--- src/rtl/mem_req_ctrl_if.sv ---
// Bus between the MEM-stage request controller and the pipeline/data memory.
// slave is the controller's view; master is the pipeline/memory side.
interface mem_req_ctrl_if #(
  parameter int DATA_W = 32
);
  logic              dREN_i;
  logic              dWEN_i;
  logic [DATA_W-1:0] aluout_i;
  logic [DATA_W-1:0] rdat2_i;
  logic              halt_i;
  logic              dhit;
  logic [DATA_W-1:0] dmemload;
  logic              dmemREN;
  logic              dmemWEN;
  logic [DATA_W-1:0] dmemaddr;
  logic [DATA_W-1:0] dmemstore;
  logic              pipe_EN;
  logic [DATA_W-1:0] load_o;
  logic              halt_o;
  logic              timeout_o;
  logic              proto_err_o;

  modport slave (
    input  dREN_i, dWEN_i, aluout_i, rdat2_i, halt_i, dhit, dmemload,
    output dmemREN, dmemWEN, dmemaddr, dmemstore, pipe_EN, load_o,
           halt_o, timeout_o, proto_err_o
  );

  modport master (
    output dREN_i, dWEN_i, aluout_i, rdat2_i, halt_i, dhit, dmemload,
    input  dmemREN, dmemWEN, dmemaddr, dmemstore, pipe_EN, load_o,
           halt_o, timeout_o, proto_err_o
  );
endinterface

--- src/rtl/mem_req_ctrl.sv ---
// MEM-stage data memory request controller: IDLE -> ACCESS -> COMPLETE,
// stalling the pipeline until memory answers, with sticky halt/timeout/protocol flags.
module mem_req_ctrl #(
  parameter int DATA_W  = 32,
  parameter int TIMEOUT = 255
) (
  input logic           CLK,
  input logic           nRST,
  mem_req_ctrl_if.slave bus
);
  typedef enum logic [1:0] {
    IDLE     = 2'd0,
    ACCESS   = 2'd1,
    COMPLETE = 2'd2
  } state_t;

  localparam bit          TIMEOUT_EN = (TIMEOUT != 0);
  localparam logic [31:0] TIMEOUT_U  = TIMEOUT;

  state_t            state_reg, state_next;
  logic [DATA_W-1:0] addr_reg, addr_next;
  logic [DATA_W-1:0] store_reg, store_next;
  logic [DATA_W-1:0] load_reg, load_next;
  logic              is_wr_reg, is_wr_next;
  logic              halt_reg, halt_next;
  logic              timeout_reg, timeout_next;
  logic              proto_reg, proto_next;
  logic [7:0]        wait_reg, wait_next;
  logic              req;
  logic              ren;
  logic              wen;
  logic              pipe_en;

  assign req = bus.dREN_i | bus.dWEN_i;

  always_ff @(posedge CLK or negedge nRST) begin
    if (!nRST) begin
      state_reg   <= IDLE;
      addr_reg    <= '0;
      store_reg   <= '0;
      load_reg    <= '0;
      is_wr_reg   <= 1'b0;
      halt_reg    <= 1'b0;
      timeout_reg <= 1'b0;
      proto_reg   <= 1'b0;
      wait_reg    <= 8'd0;
    end else begin
      state_reg   <= state_next;
      addr_reg    <= addr_next;
      store_reg   <= store_next;
      load_reg    <= load_next;
      is_wr_reg   <= is_wr_next;
      halt_reg    <= halt_next;
      timeout_reg <= timeout_next;
      proto_reg   <= proto_next;
      wait_reg    <= wait_next;
    end
  end

  always_comb begin
    state_next   = state_reg;
    addr_next    = addr_reg;
    store_next   = store_reg;
    load_next    = load_reg;
    is_wr_next   = is_wr_reg;
    halt_next    = halt_reg;
    timeout_next = timeout_reg;
    proto_next   = proto_reg;
    wait_next    = wait_reg;
    ren          = 1'b0;
    wen          = 1'b0;
    pipe_en      = 1'b0;

    case (state_reg)
      IDLE: begin
        // A halted core parks here with the pipeline frozen and requests ignored.
        if (!halt_reg) begin
          pipe_en = ~req;
          if (req) begin
            state_next = ACCESS;
            addr_next  = bus.aluout_i;
            store_next = bus.rdat2_i;
            is_wr_next = bus.dWEN_i;
            wait_next  = 8'd0;
            if (bus.dREN_i && bus.dWEN_i) begin
              proto_next = 1'b1;
            end
          end else if (bus.halt_i) begin
            halt_next = 1'b1;
          end
        end
      end

      ACCESS: begin
        ren = ~is_wr_reg;
        wen = is_wr_reg;
        if (bus.dhit) begin
          state_next = COMPLETE;
          if (!is_wr_reg) begin
            load_next = bus.dmemload;
          end
        end else begin
          // Timeout only flags the stall; the access keeps waiting for dhit.
          if (wait_reg != 8'hFF) begin
            wait_next = wait_reg + 8'd1;
          end
          if (TIMEOUT_EN && ({24'd0, wait_next} == TIMEOUT_U)) begin
            timeout_next = 1'b1;
          end
        end
      end

      COMPLETE: begin
        pipe_en    = 1'b1;
        state_next = IDLE;
      end

      default: begin
        state_next = IDLE;
      end
    endcase
  end

  assign bus.dmemREN     = ren;
  assign bus.dmemWEN     = wen;
  assign bus.dmemaddr    = addr_reg;
  assign bus.dmemstore   = store_reg;
  assign bus.pipe_EN     = pipe_en;
  assign bus.load_o      = load_reg;
  assign bus.halt_o      = halt_reg;
  assign bus.timeout_o   = timeout_reg;
  assign bus.proto_err_o = proto_reg;
endmodule

--- src/flat_wrapper.sv ---
// flat-port wrapper written by rule: the top's interface ports become plain ports
module mem_req_ctrl_flat 
#(
  parameter int DATA_W  = 32,
  parameter int TIMEOUT = 255
)
  (CLK, nRST, bus_dREN_i, bus_dWEN_i, bus_aluout_i, bus_rdat2_i, bus_halt_i, bus_dhit, bus_dmemload, bus_dmemREN, bus_dmemWEN, bus_dmemaddr, bus_dmemstore, bus_pipe_EN, bus_load_o, bus_halt_o, bus_timeout_o, bus_proto_err_o);
  mem_req_ctrl_if #(.DATA_W(DATA_W)) bus_i ();
  input logic CLK;
  input logic nRST;
  input wire logic [$bits(bus_i.dREN_i)-1:0] bus_dREN_i;
  input wire logic [$bits(bus_i.dWEN_i)-1:0] bus_dWEN_i;
  input wire logic [$bits(bus_i.aluout_i)-1:0] bus_aluout_i;
  input wire logic [$bits(bus_i.rdat2_i)-1:0] bus_rdat2_i;
  input wire logic [$bits(bus_i.halt_i)-1:0] bus_halt_i;
  input wire logic [$bits(bus_i.dhit)-1:0] bus_dhit;
  input wire logic [$bits(bus_i.dmemload)-1:0] bus_dmemload;
  output wire logic [$bits(bus_i.dmemREN)-1:0] bus_dmemREN;
  output wire logic [$bits(bus_i.dmemWEN)-1:0] bus_dmemWEN;
  output wire logic [$bits(bus_i.dmemaddr)-1:0] bus_dmemaddr;
  output wire logic [$bits(bus_i.dmemstore)-1:0] bus_dmemstore;
  output wire logic [$bits(bus_i.pipe_EN)-1:0] bus_pipe_EN;
  output wire logic [$bits(bus_i.load_o)-1:0] bus_load_o;
  output wire logic [$bits(bus_i.halt_o)-1:0] bus_halt_o;
  output wire logic [$bits(bus_i.timeout_o)-1:0] bus_timeout_o;
  output wire logic [$bits(bus_i.proto_err_o)-1:0] bus_proto_err_o;
  assign bus_i.dREN_i = bus_dREN_i;
  assign bus_i.dWEN_i = bus_dWEN_i;
  assign bus_i.aluout_i = bus_aluout_i;
  assign bus_i.rdat2_i = bus_rdat2_i;
  assign bus_i.halt_i = bus_halt_i;
  assign bus_i.dhit = bus_dhit;
  assign bus_i.dmemload = bus_dmemload;
  assign bus_dmemREN = bus_i.dmemREN;
  assign bus_dmemWEN = bus_i.dmemWEN;
  assign bus_dmemaddr = bus_i.dmemaddr;
  assign bus_dmemstore = bus_i.dmemstore;
  assign bus_pipe_EN = bus_i.pipe_EN;
  assign bus_load_o = bus_i.load_o;
  assign bus_halt_o = bus_i.halt_o;
  assign bus_timeout_o = bus_i.timeout_o;
  assign bus_proto_err_o = bus_i.proto_err_o;
  mem_req_ctrl #(.DATA_W(DATA_W), .TIMEOUT(TIMEOUT)) u_core (.CLK(CLK), .nRST(nRST), .bus(bus_i));
endmodule
--- config.mk ---
export PLATFORM = sky130hd
export DESIGN_NAME = mem_req_ctrl_flat
export DESIGN_NICKNAME = d
export VERILOG_FILES = /design/src/rtl/mem_req_ctrl_if.sv /design/src/rtl/mem_req_ctrl.sv /design/src/flat_wrapper.sv
export SDC_FILE = /design/constraint.sdc
export NUM_CORES = 1
export LEC_CHECK = 0
export BUFFER_PORTS_ARGS = -buffer_cell sky130_fd_sc_hd__buf_2
export CORE_MARGIN = 1.5
export CORE_UTILIZATION = 47
export CTS_CLUSTER_DIAMETER = 50
export DETAILED_ROUTE_END_ITERATION = 8
export PLACE_DENSITY = 0.8
export REMOVE_ABC_BUFFERS = 1
export SLEW_MARGIN = 20
export SYNTH_ARGS = -nofsm -noshare
export SYNTH_HDL_FRONTEND = slang
export SYNTH_SLANG_ARGS = --single-unit
--- constraint.sdc ---
create_clock -name CLK -period 2.3 [get_ports CLK]
set_clock_uncertainty 0.1 [all_clocks]
set_input_delay 0.115 -clock CLK [delete_from_list [all_inputs] [get_ports CLK]]
set_output_delay 0.115 -clock CLK [all_outputs]
set_load 0.005 [all_outputs]
### After elaboration in Yosys (flattened, before gate mapping)

Index checks and enable logic that the tools add are counted.

| storage, ports and cells | value |
|---|---|
| register bits after elaboration | 110 |
| input port bits | 102 |
| output and inout bits | 102 |
| word-level logic and storage cells | 50 |

| operators by class | value |
|---|---|
| add/sub/neg operators | 1 |
| eq/ne operators | 8 |
| muxes and demuxes | 18 |
| bitwise logic cells | 5 |
| reduce and logical (&&, ||, !) cells | 9 |

Operators with widths:

| operator | count |
|---|---|
| $mux W8 | 6 |
| $pmux W8 S2 | 1 |
| $reduce_and A3 Y1 | 4 |
| $add A8 B1 Y8 const B | 1 |
| $eq A8 B8 Y1 const B | 1 |
| $ne A8 B8 Y1 const B | 1 |
| $reduce_and A4 Y1 | 2 |
| $mux W1 | 6 |
| $mux W2 | 3 |
| $ne A2 B2 Y1 const B | 3 |
| $not A1 Y1 | 4 |
| $pmux W2 S2 | 1 |
| $eq A2 B1 Y1 const B | 1 |
| $eq A2 B2 Y1 const B | 1 |
| $logic_not A2 Y1 | 1 |
| $ne A2 B1 Y1 const B | 1 |
| $pmux W1 S2 | 1 |
| $reduce_bool A2 Y1 | 1 |
| $logic_and A1 B1 Y1 | 1 |
| $or A1 B1 Y1 | 1 |

### Logic depth before layout (Yosys ltp)

| logic depth | value |
|---|---|
| depth after elaboration | 6 |
| depth in mapped cells | 6 |
| mapped depth without buffers | 6 |

### Worst setup path after synthesis

No wires, ideal clock.

| timing path | value |
|---|---|
| kind | reg-to-reg |
| from | register u_core.wait_reg[0] |
| to | register u_core.timeout_reg (netlist: u_core.bus.timeout_o) |
| library setup time | 0.124 ns |
| data arrival time | 1.483 ns |
| required time | 2.076 ns |
| setup slack | 0.593 ns |
| cell stages (with the launch flop) | 7 |
| path buffers | 0 |
| period minus slack after synthesis | 1.707 ns |
| path through | dfrtp_1 > ha_1 > and3_1 > a311o_1 > o21a_1 > nand4_1 > o21bai_1 |

| on the way | value |
|---|---|
| cells in the longest elaborated chain, start to end | 6 |
| elaborated cells between the ends (all ways) | 7 |
| classes of those cells | add/sub (1); eq/ne (2); mux (3); reduce/logical (1) |

RTL lines:

| element | RTL line | RTL |
|---|---|---|
| start: declaration | mem_req_ctrl.sv:28 | `logic [7:0] wait_reg, wait_next;` |
| start signal: assignment | mem_req_ctrl.sv:56 | `wait_reg <= wait_next;` |
| $add A8 B1 Y8 or $ne A8 B8 Y1 (tied branches) | mem_req_ctrl.sv:105, mem_req_ctrl.sv:104 |  |
| $mux W8 * | mem_req_ctrl.sv:104 | `if (wait_reg != 8'hFF) begin` |
| $mux W8 * | mem_req_ctrl.sv:97 | `if (bus.dhit) begin` |
| $mux W8 * | mem_req_ctrl.sv:74 | `case (state_reg)` |
| $eq A8 B8 Y1 * | mem_req_ctrl.sv:107 | `if (TIMEOUT_EN && ({24'd0, wait_next} == TIMEOUT_U)) begin` |
| $reduce_and A3 Y1 (no source line) * | -- |  |
| end signal: assignment | mem_req_ctrl.sv:54 | `timeout_reg <= timeout_next;` |
| end: declaration | mem_req_ctrl.sv:26 | `logic timeout_reg, timeout_next;` |

Every way passes the cells marked *; elsewhere a longest branch is shown, timed or not. The select of a mux whose other input is x is not followed.
A chain may end at the register's enable or synchronous reset.

### Worst setup path in the final report

| timing path | value |
|---|---|
| from | register u_core.state_reg[1] |
| to | register u_core.load_reg[7] (netlist: u_core.bus.load_o[7]) |

| on the way | value |
|---|---|
| cells in the longest elaborated chain, start to end | 2 |

RTL lines:

| element | RTL line | RTL |
|---|---|---|
| start: declaration | mem_req_ctrl.sv:20 | `state_t state_reg, state_next;` |
| start signal: assignment | mem_req_ctrl.sv:48 | `state_reg <= state_next;` |
| $eq A2 B1 Y1 | mem_req_ctrl.sv:74 |  |
| $reduce_and A3 Y1 (no source line) | -- |  |
| end signal: assignment | mem_req_ctrl.sv:51 | `load_reg <= load_next;` |
| end: declaration | mem_req_ctrl.sv:23 | `logic [DATA_W-1:0] load_reg, load_next;` |

Every way passes these cells.

==> reports/metrics.yaml <==
sta:
  rsz0062_at_grt: "false"
  layout_min_cycle_time_ns: 1.89
  max_freq_mhz: 528
  setup_viol: 0
  hold_viol_final: 0
  drv_slew: 0
  slew_headroom_pct: 51.6
  setup_slack_ns: 0.405
  layout_worst_path_cycle_share_pct: 82.4
  worstMarginPinSlew_ns: 0.724
placement:
  place_hpwl_mm: 8.06
  io_buffers: 203
  placed_cell_area_mm2: 0.00565
  gp_congestion: 0.767
  place_ws_ns: 0.437
  post-place-cells: 742
power_and_ir_drop:
  peakVddDrop_v: 0.000607
  power_w: 0.00682
  powerDensity_mw_per_mm2: 995
  p_leak_nw: 3.66
clock_tree:
  root_buffer: "clkbuf_8"
  clock_sinks: 110
  cts.path.max_buffers: 2
  cts_tree: "yes"
  path_clk_slew_ns: 0.10
  postCtsHoldBufs: 102
  cts_setup_buffers: 0
  numCtsBuffers: 9
  clkLatencyLatePin_ns: 0.35
  ctsResizeCount: 0
  cts_max_level: 3
synthesis:
  syn_area_mm2: 0.00454
  ys_types: 42
  synth_warnings: 0
  yosysSeqAreaShare_pct: 60.7
  syn_inst: 423
  synth_area_per_cell_um2: 10.7
  ys_ff_latch: 110
grt:
  grt_pass1_vias: 4398
  grt_use_total_pct: 26.5
  antenna_found_initial: 0
  grt_overflow: 0
  use_met2_pct: 49.0
  grt_start_max_net_pins: 57
  met1_usage_pct: 28.9
  grt_pass1_wl_mm: 21.1
  grt-busiest-layer: "met2"
  grtUsageMet3_pct: 6.07
critical_path:
  worst_ep_arrival_time_ns: 2.04
  end_kind: "flop"
  worstSetupStartpointType: "flop"
  crit_required_ns: 2.45
  crit_type: "reg -> reg"
  crit_path_max_fanout: 18
  ff2ff_setup_slack_ns: 0.41
finish:
  post-route-util_pct: 73.8
  fin_area_mm2: 0.00686
  final_common_cell: "buf_2"
  final_cell_mix: "buf_2, nand2_1, dfrtp_1"
  fill_cells: 603
  final_nets: 829
  areaGrowthSynthToFinish_pct: 51.1
  fin_cells: 860
  drive_gt1_share_pct: 36.4
  antenna_cells: 0
detailed_routing:
  via_count: 4244
  drtAntennaViolNets: 0
  postRouteWirelength_mm: 13.7
  firstDrtPassIters: 5
  avgViaCountPerCell: 4.93
  drt_iter0_markers: 164
  avgRoutedWirePerCell_um: 15.9
  drcViolationCount: 0
die:
  dieArea_mm2: 0.0102
  rows: 35
  core_mm2: 0.00928
  die-height_um: 101
  start_util_pct: 48.9
  io_pins: 204
  dieWidth_um: 101
status:
  outcome: "finished clean"
min_path:
  hold_path.class: "in -> async"
run:
  drv_cap: 0
cell families (layout without fill, tap and decap cells):
logic type                 after synthesis  after routing  share of synthesized area (%)
AOI/OAI and AO/OA                       21             21                           3.50
adders and majority gates                1              1                          0.276
buffers and inverters                   22            330                           3.67
DFF                                    110            110                           60.7
muxes                                   33             33                           10.6
and+or+nand+nor                        236            236                           21.2
layer usage:
layer	share of wire (%)	wire length, um
met1	37	5100
met2	51	7030
met3	7.2	988
met4	4.0	549
met5	0	0
Yosys cell counts:
library cell | count | area (um2)
buf_2 | 10 | 50.1
a311oi_1 | 2 | 17.5
o21ai_0 | 1 | 5.00
inv_1 | 1 | 3.75
or2_1 | 1 | 6.26
mux2_4 | 30 | 450
nand2b_2 | 1 | 8.76
a22o_1 | 2 | 17.5
and2_4 | 1 | 8.76
nand4_1 | 2 | 12.5
a311o_1 | 1 | 10.0
o21ai_1 | 2 | 10.0
dfrtp_1 | 110 | 2750
a21oi_1 | 2 | 10.0
ha_1 | 1 | 12.5
a211oi_2 | 1 | 12.5
and2b_1 | 1 | 7.51
a41oi_1 | 1 | 8.76
nor2_1 | 12 | 45.0
and2_1 | 2 | 12.5
nand3_1 | 4 | 20.0
a31o_1 | 1 | 8.76
buf_12 | 3 | 60.1
a31o_2 | 2 | 17.5
nor3_1 | 4 | 20.0
mux2_1 | 2 | 22.5
nor3_2 | 1 | 10.0
nor4bb_1 | 2 | 20.0
nor2_2 | 2 | 12.5
nand2b_1 | 1 | 6.26
nand2_1 | 199 | 747
a31oi_1 | 3 | 18.8
clkbuf_1 | 3 | 11.3
a22oi_1 | 1 | 7.51
o21a_1 | 1 | 7.51
buf_4 | 4 | 30.0
nand4_2 | 1 | 12.5
o21bai_1 | 1 | 7.51
buf_6 | 1 | 11.3
nor2b_1 | 1 | 6.26
mux2i_1 | 1 | 10.0
and3_1 | 1 | 6.26
worst max-delay path, stage by stage, from the launching register on:
cell      delay (ns)
dfrtp_1         0.44
nand2b_2        0.21
nor2_2          0.09
and2_4          0.36
buf_4           0.26
mux2_4          0.32
area by class of cell:
| class | instances | area (um2) | area share, % |
|---|---|---|---|
| well taps | 129 | 161 | 2.35 |
| multi-input cells | 291 | 1630 | 23.8 |
| inverters | 1 | 3.75 | 0.0548 |
| clock inverters | 3 | 25.0 | 0.365 |
| repair buffers | 313 | 2120 | 31.0 |
| clock buffers | 13 | 159 | 2.32 |
| flip-flops and latches | 110 | 2750 | 40.2 |
power by group:
group / internal [W] / total (W) / switching (W)
Clock: 0.000464 / 0.00109 / 0.000627
Combinational: 0.00132 / 0.00239 / 0.00107
Sequential: 0.00280 / 0.00334 / 0.000539
metrics by stage:
step	TNS (ns)	hold slack, ns
3_5_place_dp	0	0.00834
6_report	0	0.150
3_3_place_gp	0	-0.00204
2_1_floorplan	-30.16	-0.281
5_1_grt	0	0.187
4_1_cts	0	0.157
path summary, 6_finish.rpt:
kind,from,end,depth (start not counted)
setup reg to reg,u_core.state_reg[1],u_core.bus.load_o[7],5
setup / recovery,u_core.state_reg[1],u_core.bus.load_o[7],5
hold reg to reg,u_core.bus.dmemaddr[12],u_core.bus.dmemaddr[12],2
max in group asynchronous,nRST,u_core.bus.dmemaddr[8],3
hold / removal,nRST,u_core.bus.load_o[11],2
min in group CLK,bus_rdat2_i[20],u_core.bus.dmemstore[20],4
Note: power is estimated with default switching activity, not from simulation.
